`src/rtl/op8_serial_seq.sv`:
```
// Bit-serial sequencer for an external 8-function 1-bit logic unit; operands are fed LSB-first, one bit per cycle.
// Latency: res_valid rises exactly WIDTH cycles after the accepting edge; request-to-request spacing is at least WIDTH+2.
// Backpressure: start_ready is low in RUN/DONE (no queuing); the result is held in DONE until res_ready.
// Optional feature: define OP8_SEQ_PARITY_EN to add the registered result_par (= ^result) output.
module op8_serial_seq #(
  parameter int WIDTH = 8
) (
  input  logic             CLK,
  input  logic             RST_N,
  input  logic             start_valid,
  output logic             start_ready,
  input  logic [2:0]       op_sel,
  input  logic [WIDTH-1:0] op_a,
  input  logic [WIDTH-1:0] op_b,
  output logic             res_valid,
  input  logic             res_ready,
  output logic [WIDTH-1:0] result,
  output logic             busy,
  output logic             lu_a,
  output logic             lu_b,
  output logic [2:0]       lu_s,
`ifdef OP8_SEQ_PARITY_EN
  output logic             result_par,
`endif
  input  logic             lu_out
);

  // Bit counter is just wide enough to index WIDTH-1
  localparam int CW = (WIDTH > 1) ? $clog2(WIDTH) : 1;
  localparam logic [CW-1:0] LAST = CW'(WIDTH - 1);

  typedef enum logic [1:0] {
    S_IDLE = 2'd0,
    S_RUN  = 2'd1,
    S_DONE = 2'd2
  } state_t;

  state_t           r_state;
  logic [CW-1:0]    r_cnt;
  logic [2:0]       r_op;
  logic [WIDTH-1:0] r_a;
  logic [WIDTH-1:0] r_b;
  logic [WIDTH-1:0] r_result;
  logic             r_start_ready;
  logic             r_res_valid;
  logic             r_busy;
  logic             r_lu_a;
  logic             r_lu_b;
  logic [2:0]       r_lu_s;
`ifdef OP8_SEQ_PARITY_EN
  logic             r_par;
`endif

  // Index of the bit that will be presented to the logic unit on the next RUN cycle
  logic [CW-1:0]    w_cnt_inc;
  assign w_cnt_inc = r_cnt + CW'(1);

  // Sequencer FSM; the logic-unit drive signals are registered one bit ahead so they
  // always show operand bit r_cnt while in RUN and are zero everywhere else
  always_ff @(posedge CLK or negedge RST_N) begin
    if (!RST_N) begin
      r_state       <= S_IDLE;
      r_cnt         <= '0;
      r_op          <= 3'b000;
      r_a           <= '0;
      r_b           <= '0;
      r_result      <= '0;
      r_start_ready <= 1'b0;
      r_res_valid   <= 1'b0;
      r_busy        <= 1'b0;
      r_lu_a        <= 1'b0;
      r_lu_b        <= 1'b0;
      r_lu_s        <= 3'b000;
`ifdef OP8_SEQ_PARITY_EN
      r_par         <= 1'b0;
`endif
    end else begin
      case (r_state)
        S_IDLE: begin
          // start_ready comes up one cycle after reset release
          r_start_ready <= 1'b1;
          if (start_valid && r_start_ready) begin
            r_a           <= op_a;
            r_b           <= op_b;
            r_op          <= op_sel;
            r_cnt         <= '0;
            r_state       <= S_RUN;
            r_start_ready <= 1'b0;
            r_busy        <= 1'b1;
            r_lu_a        <= op_a[0];
            r_lu_b        <= op_b[0];
            r_lu_s        <= op_sel;
          end
        end

        S_RUN: begin
          r_result[r_cnt] <= lu_out;
`ifdef OP8_SEQ_PARITY_EN
          // Swap the old bit's contribution for the new one so parity tracks ^result
          r_par <= r_par ^ r_result[r_cnt] ^ lu_out;
`endif
          if (r_cnt == LAST) begin
            r_state     <= S_DONE;
            r_cnt       <= '0;
            r_res_valid <= 1'b1;
            r_lu_a      <= 1'b0;
            r_lu_b      <= 1'b0;
            r_lu_s      <= 3'b000;
          end else begin
            r_cnt  <= w_cnt_inc;
            r_lu_a <= r_a[w_cnt_inc];
            r_lu_b <= r_b[w_cnt_inc];
          end
        end

        S_DONE: begin
          // start_valid is ignored here; a pending request waits for the next IDLE cycle
          if (res_ready) begin
            r_state       <= S_IDLE;
            r_res_valid   <= 1'b0;
            r_busy        <= 1'b0;
            r_start_ready <= 1'b1;
          end
        end

        default: begin
          r_state       <= S_IDLE;
          r_cnt         <= '0;
          r_res_valid   <= 1'b0;
          r_busy        <= 1'b0;
          r_start_ready <= 1'b0;
          r_lu_a        <= 1'b0;
          r_lu_b        <= 1'b0;
          r_lu_s        <= 3'b000;
        end
      endcase
    end
  end

  assign start_ready = r_start_ready;
  assign res_valid   = r_res_valid;
  assign result      = r_result;
  assign busy        = r_busy;
  assign lu_a        = r_lu_a;
  assign lu_b        = r_lu_b;
  assign lu_s        = r_lu_s;
`ifdef OP8_SEQ_PARITY_EN
  assign result_par  = r_par;
`endif

endmodule

```
`config.mk`:
```
export PLATFORM = sky130hd
export DESIGN_NAME = op8_serial_seq
export DESIGN_NICKNAME = d
export VERILOG_FILES = /design/src/rtl/op8_serial_seq.sv
export SDC_FILE = /design/constraint.sdc
export NUM_CORES = 1
export LEC_CHECK = 0
export CAP_MARGIN = 25
export CORE_ASPECT_RATIO = 0.5
export CORE_MARGIN = 2
export CORE_UTILIZATION = 40
export CTS_CLUSTER_DIAMETER = 80
export DETAILED_ROUTE_END_ITERATION = 7
export PLACE_DENSITY = 0.65
export SLEW_MARGIN = 20
export SYNTH_ARGS = -nofsm -noshare
export SYNTH_HDL_FRONTEND = slang
export SYNTH_SLANG_ARGS = --single-unit
export TNS_END_PERCENT = 50
```
`constraint.sdc`:
```
create_clock -name CLK -period 2.5 [get_ports CLK]
set_input_delay 0.375 -clock CLK [delete_from_list [all_inputs] [get_ports CLK]]
set_output_delay 0.375 -clock CLK [all_outputs]
set_load 0.1 [all_outputs]
```
# Yosys cells after proc, flatten, opt, wreduce, memory -nomap -nowiden
# Index checks and enable logic that the tools add are counted.
dict set report word_totals {
  register_bits 37
  latch_bits 0
  mem_bits_rw 0
  rom_bits 0
  elab_cells 65
  memories 0
}
dict set report op_classes {
  add_sub_neg 1
  n_mul 0
  n_div 0
  magnitude_cmp 3
  n_eq_ne 6
  shifts 0
  muxes 31
  n_bitwise 3
  n_reduce_logical 10
}
# op count
set op_table {}
lappend op_table {{$pmux 3 s3} 2}
lappend op_table {{$pmux 1 s3} 5}
lappend op_table {{$mux 1} 12}
lappend op_table {{$mux 3} 4}
lappend op_table {{$reduce_and 3->1} 4}
lappend op_table {{$bwmux 8} 1}
lappend op_table {{$lt 3x4->1 const B} 2}
lappend op_table {{$bmux 1 s3} 2}
lappend op_table {{$mux 2} 3}
lappend op_table {{$ne 2x2->1 const B} 3}
lappend op_table {{$pmux 2 s3} 1}
lappend op_table {{$reduce_and 2->1} 3}
lappend op_table {{$add 3x1->3 const B} 1}
lappend op_table {{$demux 1 s3} 1}
lappend op_table {{$eq 3x3->1 const B} 1}
lappend op_table {{$ge 3x1->1 const B} 1}
lappend op_table {{$not 1->1} 3}
lappend op_table {{$eq 2x1->1 const B} 1}
lappend op_table {{$eq 2x2->1 const B} 1}
lappend op_table {{$logic_and 1x1->1} 2}
lappend op_table {{$logic_not 2->1} 1}

# Logic depth before layout (Yosys ltp)
dict set report depth {
  depth_word 5
  depth_mapped 5
  depth_no_buf 5
}

# Worst setup path before layout
# No wires, ideal clock.
dict set report synth_path {
  path_kind {register -> register}
  from {reg r_start_ready (netlist: start_ready)}
  to {reg r_a[0]}
  arrival_ns 1.915
  required_time_ns 2.375
  setup_slack_ns 0.460
  stages_incl_launch_ff 5
  cell_sequence {dfrtp_1 -> nand3b_4 -> nor2_4 -> buf_6 -> mux2_2}
}
dict set report synth_between {
  elab_chain_cells 2
}
# element line
set synth_rtl {}
lappend synth_rtl {{from (decl)} 44} ;# logic r_start_ready;
lappend synth_rtl {{from (signal assigned)} 68} ;# r_start_ready <= 1'b0;
lappend synth_rtl {{from (signal assigned)} 81} ;# r_start_ready <= 1'b1;
lappend synth_rtl {{from (signal assigned)} 88} ;# r_start_ready <= 1'b0;
lappend synth_rtl {{$logic_and 1x1->1} 82} ;# if (start_valid && r_start_ready) begin
lappend synth_rtl {{$reduce_and 2->1 (no line)} n/a}
lappend synth_rtl {{to (signal assigned)} 83} ;# r_a <= op_a;
lappend synth_rtl {{to (decl)} 41} ;# logic [WIDTH-1:0] r_a;
# No other way between the ends.
# A chain may end at the register's enable or synchronous reset.

# Final worst setup path
dict set report layout_path {
  from {reg r_cnt[1]}
  to {reg r_lu_a (netlist: lu_a)}
}
dict set report layout_between {
  elab_chain_cells 5
  word_cells_on_any_way 6
  classes_between {1 x add/sub; 1 x eq/ne; 4 x mux}
}
# element line
set layout_rtl {}
lappend layout_rtl {{from (decl)} 39} ;# logic [CW-1:0] r_cnt;
lappend layout_rtl {{from (signal assigned)} 110} ;# r_cnt <= w_cnt_inc;
lappend layout_rtl {{$add 3x1->3} 56} ;# assign w_cnt_inc = r_cnt + CW'(1);
lappend layout_rtl {{$bmux 1 s3} 111} ;# r_lu_a <= r_a[w_cnt_inc];
lappend layout_rtl {{$mux 1 (implied by the code)} 111}
lappend layout_rtl {{$mux 1 (*)} 102} ;# if (r_cnt == LAST) begin
lappend layout_rtl {{$pmux 1 s3 (*)} 78} ;# case (r_state)
lappend layout_rtl {{to (signal assigned)} 90} ;# r_lu_a <= op_a[0];
lappend layout_rtl {{to (signal assigned)} 111}
lappend layout_rtl {{to (decl)} 47} ;# logic r_lu_a;
# Mark *: on every way between the ends. The rest lies on a longest branch, timed or not. The select of a mux whose other input is x is not followed.

==> flow_metrics.env <==
export IMPL_r2r_setup_slack_ns=0.69
export IMPL_synth_xor_area_share=0
export IMPL_end_kind="flip-flop"
export IMPL_core_area_um2=4040
export IMPL_worstHoldPathType="reg2reg"
export IMPL_finalMaxSlewViolations=0
export IMPL_rsz0062_at_grt="false"
export IMPL_wl_per_cell_um=14.2
export IMPL_whs_endpoint="r_b[4]$_DFFE_PN0P_"
export IMPL_syn2layout_area_growth_pct=27.2
export IMPL_maxCapViolCount=0
export IMPL_synth_top_family_by_area="multiplexers"
export IMPL_postCtsSetupRepairBufs=0
export IMPL_cts_sinks=37
export IMPL_cts_resized=0
export IMPL_drive_gt1_frac=0.351
export IMPL_grt_antenna_before_repair=0
export IMPL_cts_hold_buf=0
export IMPL_synth_compound_area_share=0.0922
export IMPL_ioPinCount=40
export IMPL_required_ns=2.65
export IMPL_drt_pass1_iterations=4
export IMPL_r2r_end="lu_a$_DFFE_PN0P_"
export IMPL_placed_cells=218
export IMPL_place_congestion=0.740
export IMPL_max_stage_delay_ns=0.49
export IMPL_final_cell_count_no_fill=225
export IMPL_post_route_min_period_ns=1.81
export IMPL_yosys_warnings=0
export IMPL_timing_hold_violations_final=0
export IMPL_crit_fanout=10
export IMPL_antenna_cells=0
export IMPL_synth_seq_cells=37
export IMPL_h_tree_depth=2
export IMPL_cts_tree="built"
export IMPL_cp_slowest_cell="dfrtp_1"
export IMPL_detailedRoute_firstIterationViolations=25
export IMPL_cp_start_kind="flip-flop"
export IMPL_nets=197
export IMPL_wirelength_um=3190
export IMPL_clk_pin_slew_ns=0.07
export IMPL_tightest_slew_ns=0.512
export IMPL_start_util=0.433
export IMPL_rows=16
export IMPL_synth_area_mux_share=0.219
export IMPL_dieHeight_um=50.8
export IMPL_syn_area_per_cell_um2=13.6
export IMPL_synth_cells=129
export IMPL_netlist_area_um2=1750
export IMPL_finalSetupTns_ns=0
export IMPL_synthAdderAreaFrac=0.0143
export IMPL_cp_cell_sequence="ha_1 -> ha_1 -> or2_2 -> o22ai_1 -> o32ai_2"
export IMPL_yosys_area_share_simple=0.114
export IMPL_cts_made_buffers=5
export IMPL_vias=1159
export IMPL_clock_path_buffers=2
export IMPL_seq_area_frac_synth=0.529
export IMPL_root_buffer="clkbuf_8"
export IMPL_synth_cell_types=34
export IMPL_grt_max_degree=38
export IMPL_status="finished clean"
export IMPL_finalSetupViolations=0
export IMPL_min_delay_path_depth=1
export IMPL_critPathKind="reg2reg"
export IMPL_synth_nets=155
export IMPL_grt_pass1_vias=1223
export IMPL_dp_hpwl_um=2270
export IMPL_drc=0
export IMPL_r2r_start="r_cnt[1]$_DFFE_PN0P_"
export IMPL_grt_pass1_wl_um=5650
export IMPL_ant_nets=0
export IMPL_io_buffers=39
export IMPL_overflow=0
export IMPL_arrival_ns=1.96
export IMPL_die_w_um=97.6
export IMPL_finClkSkew_ns=0.00734
export IMPL_track_usage=0.148
export IMPL_reg2regPathDepth=5
export IMPL_worstHoldStart="r_b[4]$_DFFE_PN0P_"
export IMPL_crit_top_cell="ha_1"
export IMPL_vias_per_cell=5.15
export IMPL_fill_cells=352
export IMPL_fmax_mhz=552
export IMPL_maxSlewHeadroom=0.659
export IMPL_dieArea_um2=4950
export IMPL_fin_crit_sh=0.725
export IMPL_clk_latency_ns=0.29
==> layout make-up <==
cell class	instances	area [µm²]	area share
Clock buffer	7	86.3	0.0388
Inverter	3	11.3	0.00506
Multi-Input combinational cell	83	769	0.346
Sequential cell	37	926	0.416
Tap cell	54	67.6	0.0304
Timing Repair Buffer	41	365	0.164
==> Yosys cell counts <==
master | n | share of area
a211oi_1 | 1 | 0.0043
a21oi_1 | 1 | 0.0029
a22o_1 | 2 | 0.010
a32oi_1 | 3 | 0.015
and3b_1 | 1 | 0.0050
buf_2 | 2 | 0.0057
buf_4 | 1 | 0.0043
buf_6 | 2 | 0.013
clkbuf_1 | 1 | 0.0021
dfrtp_1 | 37 | 0.53
ha_1 | 2 | 0.014
inv_1 | 3 | 0.0064
mux2_2 | 28 | 0.18
mux2i_1 | 2 | 0.011
mux4_1 | 1 | 0.015
mux4_2 | 1 | 0.013
nand2_1 | 3 | 0.0064
nand2b_1 | 3 | 0.011
nand3_1 | 2 | 0.0057
nand3b_1 | 3 | 0.013
nand3b_4 | 1 | 0.011
nand4_1 | 1 | 0.0036
nor2_1 | 4 | 0.0086
nor2_4 | 1 | 0.0064
nor2b_1 | 4 | 0.014
nor3_1 | 1 | 0.0029
nor3b_1 | 2 | 0.0086
nor3b_2 | 1 | 0.0071
o21ai_0 | 5 | 0.014
o22ai_1 | 2 | 0.0071
o2bb2ai_1 | 4 | 0.020
o32ai_2 | 2 | 0.019
or2_2 | 1 | 0.0036
or3b_4 | 1 | 0.0064
==> metrics by stage <==
stage                util  hold slack (ns)  setup slack, ns  area, µm²
floorplan               -           0.0794            0.460       1750
global placement    0.529            0.483            0.549       2140
detailed placement  0.529            0.491            0.520       2140
CTS                 0.550            0.506            0.693       2230
global route        0.550            0.518            0.580       2230
finish              0.550            0.499            0.687       2230
==> worst max-delay path: cells and delay by family (launching register included) <==
kind                     cells  cell delay [ns]
adder cells (fa/ha/maj)      2             0.57
flip-flops                   1             0.49
AND/OR/NAND/NOR              1             0.31
AO/OA/AOI/OAI                2             0.29
==> worst max path at each step <==
stage                            start                 end  slack, ns  depth (start not counted)
3_5_place_dp               start_valid  r_b[3]$_DFFE_PN0P_       0.52                          4
4_1_cts           r_cnt[1]$_DFFE_PN0P_    lu_a$_DFFE_PN0P_       0.69                          5
5_1_grt           r_cnt[1]$_DFFE_PN0P_    lu_b$_DFFE_PN0P_       0.58                          5
3_3_place_gp               start_valid  r_a[2]$_DFFE_PN0P_       0.55                          4
2_1_floorplan  start_ready$_DFFE_PN0P_  r_a[0]$_DFFE_PN0P_       0.46                          4
6_report          r_cnt[1]$_DFFE_PN0P_    lu_a$_DFFE_PN0P_       0.69                          5
==> sequential cells by signal, indices dropped and copies added (netlist names) <==
name         cells
r_a              8
r_b              8
result           8
lu_s             3
r_cnt            3
r_state          2
busy             1
lu_a             1
lu_b             1
res_valid        1
start_ready      1
==> placed cells by master (no fill, tap or decap), drive strengths merged, types with 3 or more instances in the layout <==
master / count
dfrtp: 37
mux2: 28
clkdlybuf4s50: 23
buf: 18
clkbuf: 7
o21ai: 5
nor2: 5
nor2b: 4
o2bb2ai: 4
nand3b: 4
inv: 3
a32oi: 3
nand2b: 3
nand2: 3
nor3b: 3
==> cell families after synthesis <==
kind of cell,count (synthesis)
AO/OA/AOI/OAI,20
adder cells (fa/ha/maj),2
buffers and inverters,9
flip-flops,37
multiplexers,32
AND/OR/NAND/NOR,29
==> layer usage <==
layer	vias up	GRT usage	wire length, µm
li1	562	-	-
met1	565	0.189	1520
met2	24	0.226	1440
met3	8	0.0487	158
met4	0	0.0833	72
met5	-	0	0
Power is not shown: default switching activity piles up to over one toggle a cycle in this logic, so the estimate is an artifact.
